File: config.mk
export PLATFORM = sky130hd
export DESIGN_NAME = mem_ctrl
export DESIGN_NICKNAME = d
export VERILOG_FILES = /design/src/rtl/mem_ctrl.sv
export SDC_FILE = /design/constraint.sdc
export NUM_CORES = 1
export LEC_CHECK = 0
export CORE_UTILIZATION = 35
export DETAILED_ROUTE_END_ITERATION = 7
export PLACE_DENSITY_LB_ADDON = 0.12
export SYNTH_ARGS = -nofsm -noshare
export SYNTH_HDL_FRONTEND = slang
export SYNTH_SLANG_ARGS = --single-unit
File: constraint.sdc
create_clock -name clk -period 7.1 [get_ports clk]
set_clock_uncertainty 0.1 [all_clocks]
set_input_delay 1.42 -clock clk [delete_from_list [all_inputs] [get_ports clk]]
set_output_delay 1.42 -clock clk [all_outputs]
set_load 0.02 [all_outputs]
File: src/rtl/mem_ctrl.sv
// mem_ctrl: shares one byte-wide RAM port between an instruction-fetch (IF)
// port and a load/store (LS) port. Each port can hold one pending request;
// transfers of 1..4 bytes are serviced one at a time, with LS ahead of IF.
//
// Request/completion protocol (identical on both ports):
//   A request is a one-cycle pulse with rw_flag != 00 on an edge where rdy=1.
//   The port must not issue again while its busy output is high; such a
//   request is dropped without any state change. busy is high from the edge
//   after the request is taken until the edge that raises done. done is a
//   single-cycle pulse. For reads, the port's data output is updated in the
//   same cycle done is high and then stays stable until that port's next
//   read completes.
// The RAM model is expected to return the byte at the presented address one
// cycle later and to be stalled by the same rdy as this block.
module mem_ctrl (
    input  logic        clk,
    input  logic        rst,
    input  logic        rdy,
    input  logic [1:0]  if_rw_flag,
    input  logic [31:0] if_addr,
    input  logic [1:0]  if_len,
    output logic [31:0] if_data,
    output logic        if_busy,
    output logic        if_done,
    input  logic [1:0]  ls_rw_flag,
    input  logic [31:0] ls_addr,
    input  logic [1:0]  ls_len,
    input  logic [31:0] ls_wdata,
    output logic [31:0] ls_data,
    output logic        ls_busy,
    output logic        ls_done,
    input  logic [7:0]  ram_din,
    output logic [7:0]  ram_dout,
    output logic [31:0] ram_addr,
    output logic        ram_wr,
    output logic [1:0]  dbg_state
);

    localparam logic [1:0] S_IDLE  = 2'd0;
    localparam logic [1:0] S_READ  = 2'd1;
    localparam logic [1:0] S_WRITE = 2'd2;

    // Transfer engine
    logic [1:0]  state_q, state_d;
    logic [2:0]  cnt_q, cnt_d;
    logic        port_q, port_d;       // 1 = LS owns the transfer, 0 = IF
    logic [1:0]  len_q, len_d;
    logic [31:0] wdata_q, wdata_d;
    logic [31:0] buf_q, buf_d;         // read assembly buffer, little-endian

    // Per-port pending request
    logic        if_pend_q, if_pend_d;
    logic        if_pwr_q, if_pwr_d;
    logic [31:0] if_paddr_q, if_paddr_d;
    logic [1:0]  if_plen_q, if_plen_d;
    logic        ls_pend_q, ls_pend_d;
    logic        ls_pwr_q, ls_pwr_d;
    logic [31:0] ls_paddr_q, ls_paddr_d;
    logic [1:0]  ls_plen_q, ls_plen_d;
    logic [31:0] ls_pwdata_q, ls_pwdata_d;

    // Registered outputs
    logic [31:0] if_data_q, if_data_d;
    logic [31:0] ls_data_q, ls_data_d;
    logic        if_done_q, if_done_d;
    logic        ls_done_q, ls_done_d;
    logic        if_busy_q, if_busy_d;
    logic        ls_busy_q, ls_busy_d;
    logic [31:0] ram_addr_q, ram_addr_d;
    logic [7:0]  ram_dout_q, ram_dout_d;
    logic        ram_wr_q, ram_wr_d;

    // Combinational helpers
    logic        if_svc, ls_svc;
    logic        if_new, ls_new;
    logic        st_go, st_ls, st_wr;
    logic [31:0] st_addr, st_wdata;
    logic [1:0]  st_len;
    logic [1:0]  rd_idx, wr_idx;
    logic [2:0]  last_cnt;

    assign if_data   = if_data_q;
    assign ls_data   = ls_data_q;
    assign if_done   = if_done_q;
    assign ls_done   = ls_done_q;
    assign if_busy   = if_busy_q;
    assign ls_busy   = ls_busy_q;
    assign ram_addr  = ram_addr_q;
    assign ram_dout  = ram_dout_q;
    assign ram_wr    = ram_wr_q;
    assign dbg_state = state_q;

    // Next-state logic: request capture, arbitration and byte sequencing
    always_comb begin
        state_d     = state_q;
        cnt_d       = cnt_q;
        port_d      = port_q;
        len_d       = len_q;
        wdata_d     = wdata_q;
        buf_d       = buf_q;
        if_pend_d   = if_pend_q;
        if_pwr_d    = if_pwr_q;
        if_paddr_d  = if_paddr_q;
        if_plen_d   = if_plen_q;
        ls_pend_d   = ls_pend_q;
        ls_pwr_d    = ls_pwr_q;
        ls_paddr_d  = ls_paddr_q;
        ls_plen_d   = ls_plen_q;
        ls_pwdata_d = ls_pwdata_q;
        if_data_d   = if_data_q;
        ls_data_d   = ls_data_q;
        if_done_d   = 1'b0;
        ls_done_d   = 1'b0;
        ram_addr_d  = ram_addr_q;
        ram_dout_d  = ram_dout_q;
        ram_wr_d    = ram_wr_q;
        st_go       = 1'b0;
        st_ls       = 1'b0;
        st_wr       = 1'b0;
        st_addr     = 32'h0;
        st_wdata    = 32'h0;
        st_len      = 2'd0;
        rd_idx      = cnt_q[1:0] - 2'd1;
        wr_idx      = cnt_q[1:0] + 2'd1;
        last_cnt    = {1'b0, len_q} + 3'd1;

        if_svc = (state_q != S_IDLE) && !port_q;
        ls_svc = (state_q != S_IDLE) && port_q;
        // A port already holding or running a request ignores new pulses.
        if_new = (if_rw_flag != 2'b00) && !if_pend_q && !if_svc;
        ls_new = (ls_rw_flag != 2'b00) && !ls_pend_q && !ls_svc;

        if (if_new) begin
            if_pend_d  = 1'b1;
            if_pwr_d   = if_rw_flag[1];
            if_paddr_d = if_addr;
            if_plen_d  = if_len;
        end
        if (ls_new) begin
            ls_pend_d   = 1'b1;
            ls_pwr_d    = ls_rw_flag[1];
            ls_paddr_d  = ls_addr;
            ls_plen_d   = ls_len;
            ls_pwdata_d = ls_wdata;
        end

        case (state_q)
            S_IDLE: begin
                ram_wr_d = 1'b0;
                // LS wins; a request arriving this edge can start immediately.
                if (ls_pend_q || ls_new) begin
                    st_go     = 1'b1;
                    st_ls     = 1'b1;
                    st_wr     = ls_pend_q ? ls_pwr_q    : ls_rw_flag[1];
                    st_addr   = ls_pend_q ? ls_paddr_q  : ls_addr;
                    st_len    = ls_pend_q ? ls_plen_q   : ls_len;
                    st_wdata  = ls_pend_q ? ls_pwdata_q : ls_wdata;
                    ls_pend_d = 1'b0;
                end else if (if_pend_q || if_new) begin
                    st_go     = 1'b1;
                    st_ls     = 1'b0;
                    st_wr     = if_pend_q ? if_pwr_q   : if_rw_flag[1];
                    st_addr   = if_pend_q ? if_paddr_q : if_addr;
                    st_len    = if_pend_q ? if_plen_q  : if_len;
                    // The fetch port has no write-data bus; its writes store zeros.
                    st_wdata  = 32'h0;
                    if_pend_d = 1'b0;
                end
                if (st_go) begin
                    state_d    = st_wr ? S_WRITE : S_READ;
                    cnt_d      = 3'd0;
                    port_d     = st_ls;
                    len_d      = st_len;
                    wdata_d    = st_wdata;
                    buf_d      = 32'h0;
                    ram_addr_d = st_addr;
                    if (st_wr) begin
                        ram_wr_d   = 1'b1;
                        ram_dout_d = st_wdata[7:0];
                    end
                end
            end

            S_READ: begin
                // cnt_q counts edges since start; byte cnt_q-1 is on ram_din now.
                cnt_d = cnt_q + 3'd1;
                if (cnt_q != 3'd0) begin
                    buf_d[{rd_idx, 3'b000} +: 8] = ram_din;
                end
                if (cnt_q < {1'b0, len_q}) begin
                    ram_addr_d = ram_addr_q + 32'd1;
                end
                if (cnt_q == last_cnt) begin
                    state_d = S_IDLE;
                    cnt_d   = 3'd0;
                    if (port_q) begin
                        ls_data_d = buf_d;
                        ls_done_d = 1'b1;
                    end else begin
                        if_data_d = buf_d;
                        if_done_d = 1'b1;
                    end
                end
            end

            S_WRITE: begin
                cnt_d = cnt_q + 3'd1;
                if (cnt_q < {1'b0, len_q}) begin
                    ram_wr_d   = 1'b1;
                    ram_addr_d = ram_addr_q + 32'd1;
                    ram_dout_d = wdata_q[{wr_idx, 3'b000} +: 8];
                end else begin
                    ram_wr_d = 1'b0;
                    state_d  = S_IDLE;
                    cnt_d    = 3'd0;
                    if (port_q) begin
                        ls_done_d = 1'b1;
                    end else begin
                        if_done_d = 1'b1;
                    end
                end
            end

            default: begin
                state_d  = S_IDLE;
                cnt_d    = 3'd0;
                ram_wr_d = 1'b0;
            end
        endcase

        if_busy_d = if_pend_d || ((state_d != S_IDLE) && !port_d);
        ls_busy_d = ls_pend_d || ((state_d != S_IDLE) && port_d);
    end

    // State registers; rdy=0 freezes everything, reset aborts any transfer
    always_ff @(posedge clk or negedge rst) begin
        if (!rst) begin
            state_q     <= S_IDLE;
            cnt_q       <= 3'd0;
            port_q      <= 1'b0;
            len_q       <= 2'd0;
            wdata_q     <= 32'h0;
            buf_q       <= 32'h0;
            if_pend_q   <= 1'b0;
            if_pwr_q    <= 1'b0;
            if_paddr_q  <= 32'h0;
            if_plen_q   <= 2'd0;
            ls_pend_q   <= 1'b0;
            ls_pwr_q    <= 1'b0;
            ls_paddr_q  <= 32'h0;
            ls_plen_q   <= 2'd0;
            ls_pwdata_q <= 32'h0;
            if_data_q   <= 32'h0;
            ls_data_q   <= 32'h0;
            if_done_q   <= 1'b0;
            ls_done_q   <= 1'b0;
            if_busy_q   <= 1'b0;
            ls_busy_q   <= 1'b0;
            ram_addr_q  <= 32'h0;
            ram_dout_q  <= 8'h0;
            ram_wr_q    <= 1'b0;
        end else if (rdy) begin
            state_q     <= state_d;
            cnt_q       <= cnt_d;
            port_q      <= port_d;
            len_q       <= len_d;
            wdata_q     <= wdata_d;
            buf_q       <= buf_d;
            if_pend_q   <= if_pend_d;
            if_pwr_q    <= if_pwr_d;
            if_paddr_q  <= if_paddr_d;
            if_plen_q   <= if_plen_d;
            ls_pend_q   <= ls_pend_d;
            ls_pwr_q    <= ls_pwr_d;
            ls_paddr_q  <= ls_paddr_d;
            ls_plen_q   <= ls_plen_d;
            ls_pwdata_q <= ls_pwdata_d;
            if_data_q   <= if_data_d;
            ls_data_q   <= ls_data_d;
            if_done_q   <= if_done_d;
            ls_done_q   <= ls_done_d;
            if_busy_q   <= if_busy_d;
            ls_busy_q   <= ls_busy_d;
            ram_addr_q  <= ram_addr_d;
            ram_dout_q  <= ram_dout_d;
            ram_wr_q    <= ram_wr_d;
        end
    end

endmodule

==> out/qor.yml, run 1 <==
grt_overflow_total: 0
fp.coreArea_um2: 38700
status: "complete, no violations"
cp_max_fo: 44
synth_seq_cells: 285
met3_usage: 0.0312
cp.required_ns: 7.43
antenna_found_initial: 0
synth-edff-count: 0
fin_tns_setup_ns: 0
clock_latency_ns: 0.51
post_cts.repair.setup_buffers: 0
dp_hpwl_mm: 27.9
layout_commonest_cell: "dfrtp_1"
grt_pass1_wl_mm: 63.3
power_density_nw_per_um2: 410
crit_family: "buffers and inverters"
slew_violations: 0
async_flop_share: 1.00
grt_busiest_layer: "met1"
synth_area_um2: 13800
dieArea_um2: 40200
setup_viol: 0
placedInstanceArea_um2: 16500
max_freq_ghz: 0.263
rsz0062_at_grt: "false"
wl_mm: 40.4
hold_viol: 0
grt.met1_usage: 0.304
drt-pass1-iter-count: 7
nets: 1466
syn_to_final_growth_pct: 27.9
ant_nets: 0
critPathArrivalTime_ns: 4.13
drt_iter0_markers: 703
crit_type: "input port to flop"
clock_sinks: 285
drc_errors: 0
critPathSlowestCell: "nor3_4"
stdcell_area_um2: 17700
path_cells: "clkdlybuf4s50_1 > nor2_1 > nor3_4 > buf_4 > a2bb2oi_1 > a21oi_1 > a221o_1"
synth_nets: 1274
final_cell_mix: "dfrtp_1, clkdlybuf4s50_1, mux2_2"
gp_congestion: 0.814
die_h_um: 201
h-tree-depth: 2
cts_buffer_depth: 3
numPortBuffers: 225
cts_tree: "built"
num_vias: 10300
post-route-period-util: 0.535
rows: 72
worst_pin_slew_ns: 1.01
startpoint_type: "input port"
cp-end-kind: "flop"
numCtsBuffers: 34
n_fill_cell: 3623
cp_num_buf_inv: 2
top_level_ports: 226
path_clk_slew_ns: 0.06
grt_util_met2: 0.302
synthCells: 1145
p_leak_nw: 7.41
viasPerCell: 5.48
hold_buffers: 0
routedWlPerCell_um: 21.5
fin_crit_ns: 3.80
ys_warn_count: 0
drive_gt1_frac: 0.223
peakVddDrop_mv: 0.222
max_stage_delay_ns: 0.74
grt_pass1_vias: 10200
ys_types: 76
syn_area_per_cell_um2: 12.1
dieWidth_um: 201
grt_usage: 0.201
grt_max_degree: 127
ctsResizeCount: 0
yosysSeqAreaShare: 0.517
initial_core_util: 0.356
slew_headroom: 0.324
antenna_cells: 0
synth_ff_type: "dfrtp_1"
hold_class: "flop to flop"
maxCapViolCount: 0
cts-root-buf: "clkbuf_16"
==> power by group <==
group / switching (W) / internal (W) / total (W)
sequential: 0.000394 / 0.00217 / 0.00256
combinational: 0.00162 / 0.00128 / 0.00290
clock: 0.000679 / 0.00110 / 0.00178
total: 0.00269 / 0.00455 / 0.00724
==> layout make-up <==
cell class	count	area [um2]	area share
clock buffer	48	1010	0.0575
tap	518	648	0.0367
sequential	285	7130	0.404
inverter	20	75.1	0.00425
clock inverter	9	124	0.00702
multi-input combinational	753	6250	0.354
timing repair buffer	243	2400	0.136
==> state kept, by name, indices dropped and copies added (netlist names), 2 cells and up <==
| signal | cells |
|---|---|
| buf_q | 32 |
| cnt_q | 3 |
| dbg_state | 2 |
| if_data | 32 |
| if_paddr_q | 32 |
| if_plen_q | 2 |
| len_q | 2 |
| ls_data | 32 |
| ls_paddr_q | 32 |
| ls_plen_q | 2 |
| ls_pwdata_q | 32 |
| ram_addr | 32 |
| ram_dout | 8 |
| wdata_q | 32 |
==> worst register-to-register path, stage by stage (launching register included) <==
cell and delay, ns:
dfrtp_1 1.01, inv_1 0.29, ha_1 0.82, nor4b_2 0.82, and2_1 0.41, a22o_1 0.20
==> layer usage <==
| layer | part of all wire | vias up |
|---|---|---|
| met4 | 0.017 | 0 |
| met1 | 0.49 | 5170 |
| li1 | - | 4769 |
| met3 | 0.049 | 49 |
| met5 | 0 | - |
| met2 | 0.44 | 284 |
==> logic make-up (layout without fill, tap and decap cells) <==
family / count (synthesis) / after routing / share of synthesized area
AOI/OAI and AO/OA: 311 / 311 / 0.169
xor gates and xnor gates: 2 / 2 / 0.00127
adders and majority gates: 14 / 14 / 0.0127
buffers and inverters: 107 / 320 / 0.0331
DFF: 285 / 285 / 0.517
muxes: 225 / 225 / 0.188
and+or+nand+nor: 201 / 201 / 0.0800
==> cell usage after synthesis, types with 11 or more instances <==
cell / number / share of area
a221oi_1: 14 / 0.0089
nand2_1: 38 / 0.010
ha_1: 14 / 0.013
nand2b_1: 11 / 0.0050
o221a_2: 11 / 0.0090
a22oi_1: 35 / 0.019
nor2_1: 52 / 0.014
buf_2: 42 / 0.015
a22o_1: 66 / 0.042
nand4_1: 16 / 0.0073
a31oi_1: 11 / 0.0050
inv_1: 19 / 0.0052
buf_1: 11 / 0.0030
mux2i_1: 28 / 0.020
o21ai_0: 35 / 0.013
a221o_1: 12 / 0.0087
dfrtp_1: 285 / 0.52
nor3_1: 17 / 0.0062
nand3_1: 15 / 0.0054
a21oi_1: 58 / 0.021
clkbuf_1: 32 / 0.0087
mux2_2: 186 / 0.15
==> metrics by stage <==
step                      cells  setup slack (ns)  power, W   util  hold slack (ns)
final                      1876              3.30   0.00724  0.456            0.396
after global routing       1876              3.05   0.00769  0.456            0.410
after CTS                  1876              3.33   0.00731  0.456            0.393
after detailed placement   1819              2.80   0.00550  0.426            0.381
after global placement     1819              2.85   0.00546  0.426            0.372
after floorplan            1145              4.14   0.00444      -            0.358
==> final timing paths <==
| kind | from | endpoint | slack, ns | cells past startpoint |
|---|---|---|---|---|
| max reg2reg | cnt_q[0] | buf_q[10] | 3.39 | 5 |
| max in group asynchronous | rst | if_data[6] | 4.65 | 2 |
| min reg2reg | ls_paddr_q[26] | ls_paddr_q[26] | 0.40 | 1 |
| min in group asynchronous | rst | ram_addr[1] | 0.85 | 1 |
| max | ls_rw_flag[1] | ram_addr[18] | 3.30 | 7 |
| min | ls_paddr_q[26] | ls_paddr_q[26] | 0.40 | 1 |
Power figures use the tool's default switching activity.
==> inputs of run 2 (changes only) <==
==> constraint.sdc (replaced) <==
create_clock -name clk -period 3.3 [get_ports clk]
set_clock_uncertainty 0.1 [all_clocks]
set_input_delay 0.66 -clock clk [delete_from_list [all_inputs] [get_ports clk]]
set_output_delay 0.66 -clock clk [all_outputs]
set_load 0.02 [all_outputs]
==> run 2 against run 1 <==
  * Register-to-register slack worse by 3.1 ns
  * Worst setup slack worse by 3.1 ns
  * Design area up 1.7%
==> out/qor.yml, run 2 (synthesized netlist as in run 1, its figures left out) <==
status: "complete, no violations"
cts-root-buf: "clkbuf_16"
wl_mm: 40.9
ant_nets: 0
layout_commonest_cell: "dfrtp_1"
clock_sinks: 285
die_h_um: 201
clock_latency_ns: 0.51
startpoint: "dbg_state[0]"
setup_viol: 0
grt_pass1_vias: 10500
seq_power_share: 0.353
dieArea_um2: 40200
syn_to_final_growth_pct: 30.0
final_cell_mix: "dfrtp_1, clkdlybuf4s50_1, mux2_2"
drive_gt1_frac: 0.236
routedWlPerCell_um: 21.5
num_vias: 10400
dieWidth_um: 201
slew_violations: 0
p_clk_frac: 0.239
routed-wl-met2_mm: 18.6
cts_tree: "built"
place_inst: 1846
grt_overflow_total: 0
post_cts.repair.setup_buffers: 0
cts_buffer_depth: 3
nets: 1493
peakVddDrop_mv: 0.501
maxCapViolCount: 0
routed.top_layer: "met5"
crit_type: "flop to flop"
stdcell_area_um2: 17900
slew_headroom: 0.333
rsz0062_at_grt: "false"
cp-end-kind: "flop"
worst_pin_slew_ns: 1.00
p_comb_frac: 0.408
drc_errors: 0
p_leak_nw: 7.56
gp_congestion: 0.798
path_clk_slew_ns: 0.05
numPortBuffers: 225
top_level_ports: 226
fin_tns_setup_ns: 0
max_freq_ghz: 0.328
drt_iter0_markers: 684
hold_viol: 0
grt_usage: 0.204
wl_met1_mm: 19.6
instances_no_fill: 1905
hold_class: "input port to asynchronous set/reset pin"
power_density_nw_per_um2: 878
wl_met3_mm: 1.88
initial_core_util: 0.356
fp.coreArea_um2: 38700
power_switching_share: 0.370
total_power_w: 0.0158
n_fill_cell: 3637
grt_pass1_wl_mm: 64.2
intPower_w: 0.00992
startpoint_type: "flop"
critPathArrivalTime_ns: 3.33
h-tree-depth: 2
timing.rr.start: "dbg_state[0]"
numCtsBuffers: 34
viasPerCell: 5.46
power.switching_w: 0.00583
rows: 72
cp.required_ns: 3.58
fin_crit_ns: 3.05
hold_buffers: 0
ctsResizeCount: 0
post-route-period-util: 0.925
antenna_cells: 0
antenna_found_initial: 1
drt-pass1-iter-count: 5
dp_hpwl_mm: 29.1
grt_max_degree: 73
cp_max_fo: 14
placedInstanceArea_um2: 16800
[run 2: cell count changes in the layout (fill, tap and decap cells not counted), sizes merged]
cell    previous run  this run
buf               19        46
clkbuf            48        49
clkinv             5         6
[run 2: stage by stage]
step           utilization  setup slack, ns  hold WS, ns
2_1_floorplan            -            0.814        0.264
3_3_place_gp         0.435            0.161        0.369
3_5_place_dp         0.435            0.125        0.379
4_1_cts              0.463            0.288       0.0780
5_1_grt              0.463           0.0785        0.105
6_report             0.463            0.248       0.0620
[run 2: power by group through the flow]
stage / Sequential (W) / Combinational (W) / Clock (W)
final: 0.00557 / 0.00642 / 0.00377
after floorplan: 0.00558 / 0.00397 / 0
after global routing: 0.00574 / 0.00698 / 0.00400
after global placement: 0.00558 / 0.00640 / 0
after CTS: 0.00557 / 0.00647 / 0.00387
after detailed placement: 0.00563 / 0.00644 / 0
[run 2: final timing paths]
kind	slack, ns	cells after the start	endpoint
setup / recovery	0.25	7	buf_q[6]
hold / removal	0.06	1	ram_addr[3]
setup reg to reg	0.25	7	buf_q[6]
hold reg to reg	0.39	1	ls_paddr_q[21]
max in group asynchronous	2.24	2	ram_addr[16]
min in group clk	0.39	1	ls_paddr_q[21]
[run 2: final cells by class]
class | count | area, um2 | area share
Clock inverter | 10 | 129 | 0.00718
Sequential cell | 285 | 7130 | 0.397
Timing Repair Buffer | 270 | 2720 | 0.152
Inverter | 20 | 75.1 | 0.00418
Tap cell | 518 | 648 | 0.0361
Multi-Input combinational cell | 753 | 6250 | 0.348
Clock buffer | 49 | 988 | 0.0551
[run 2: critical path, stage by stage (launching register included)]
cell and delay, ns:
dfrtp_1 0.45, inv_1 0.14, ha_1 0.39, nor4b_4 0.23
buf_4 0.18, a21oi_1 0.76, o21ai_1 0.38, a22o_1 0.29
[run 2: routing by layer]
layer,track usage,vias to the layer above
met5,0,-
met4,0.0491,2
met3,0.0315,46
met2,0.311,274
met1,0.304,5272
li1,-,4816
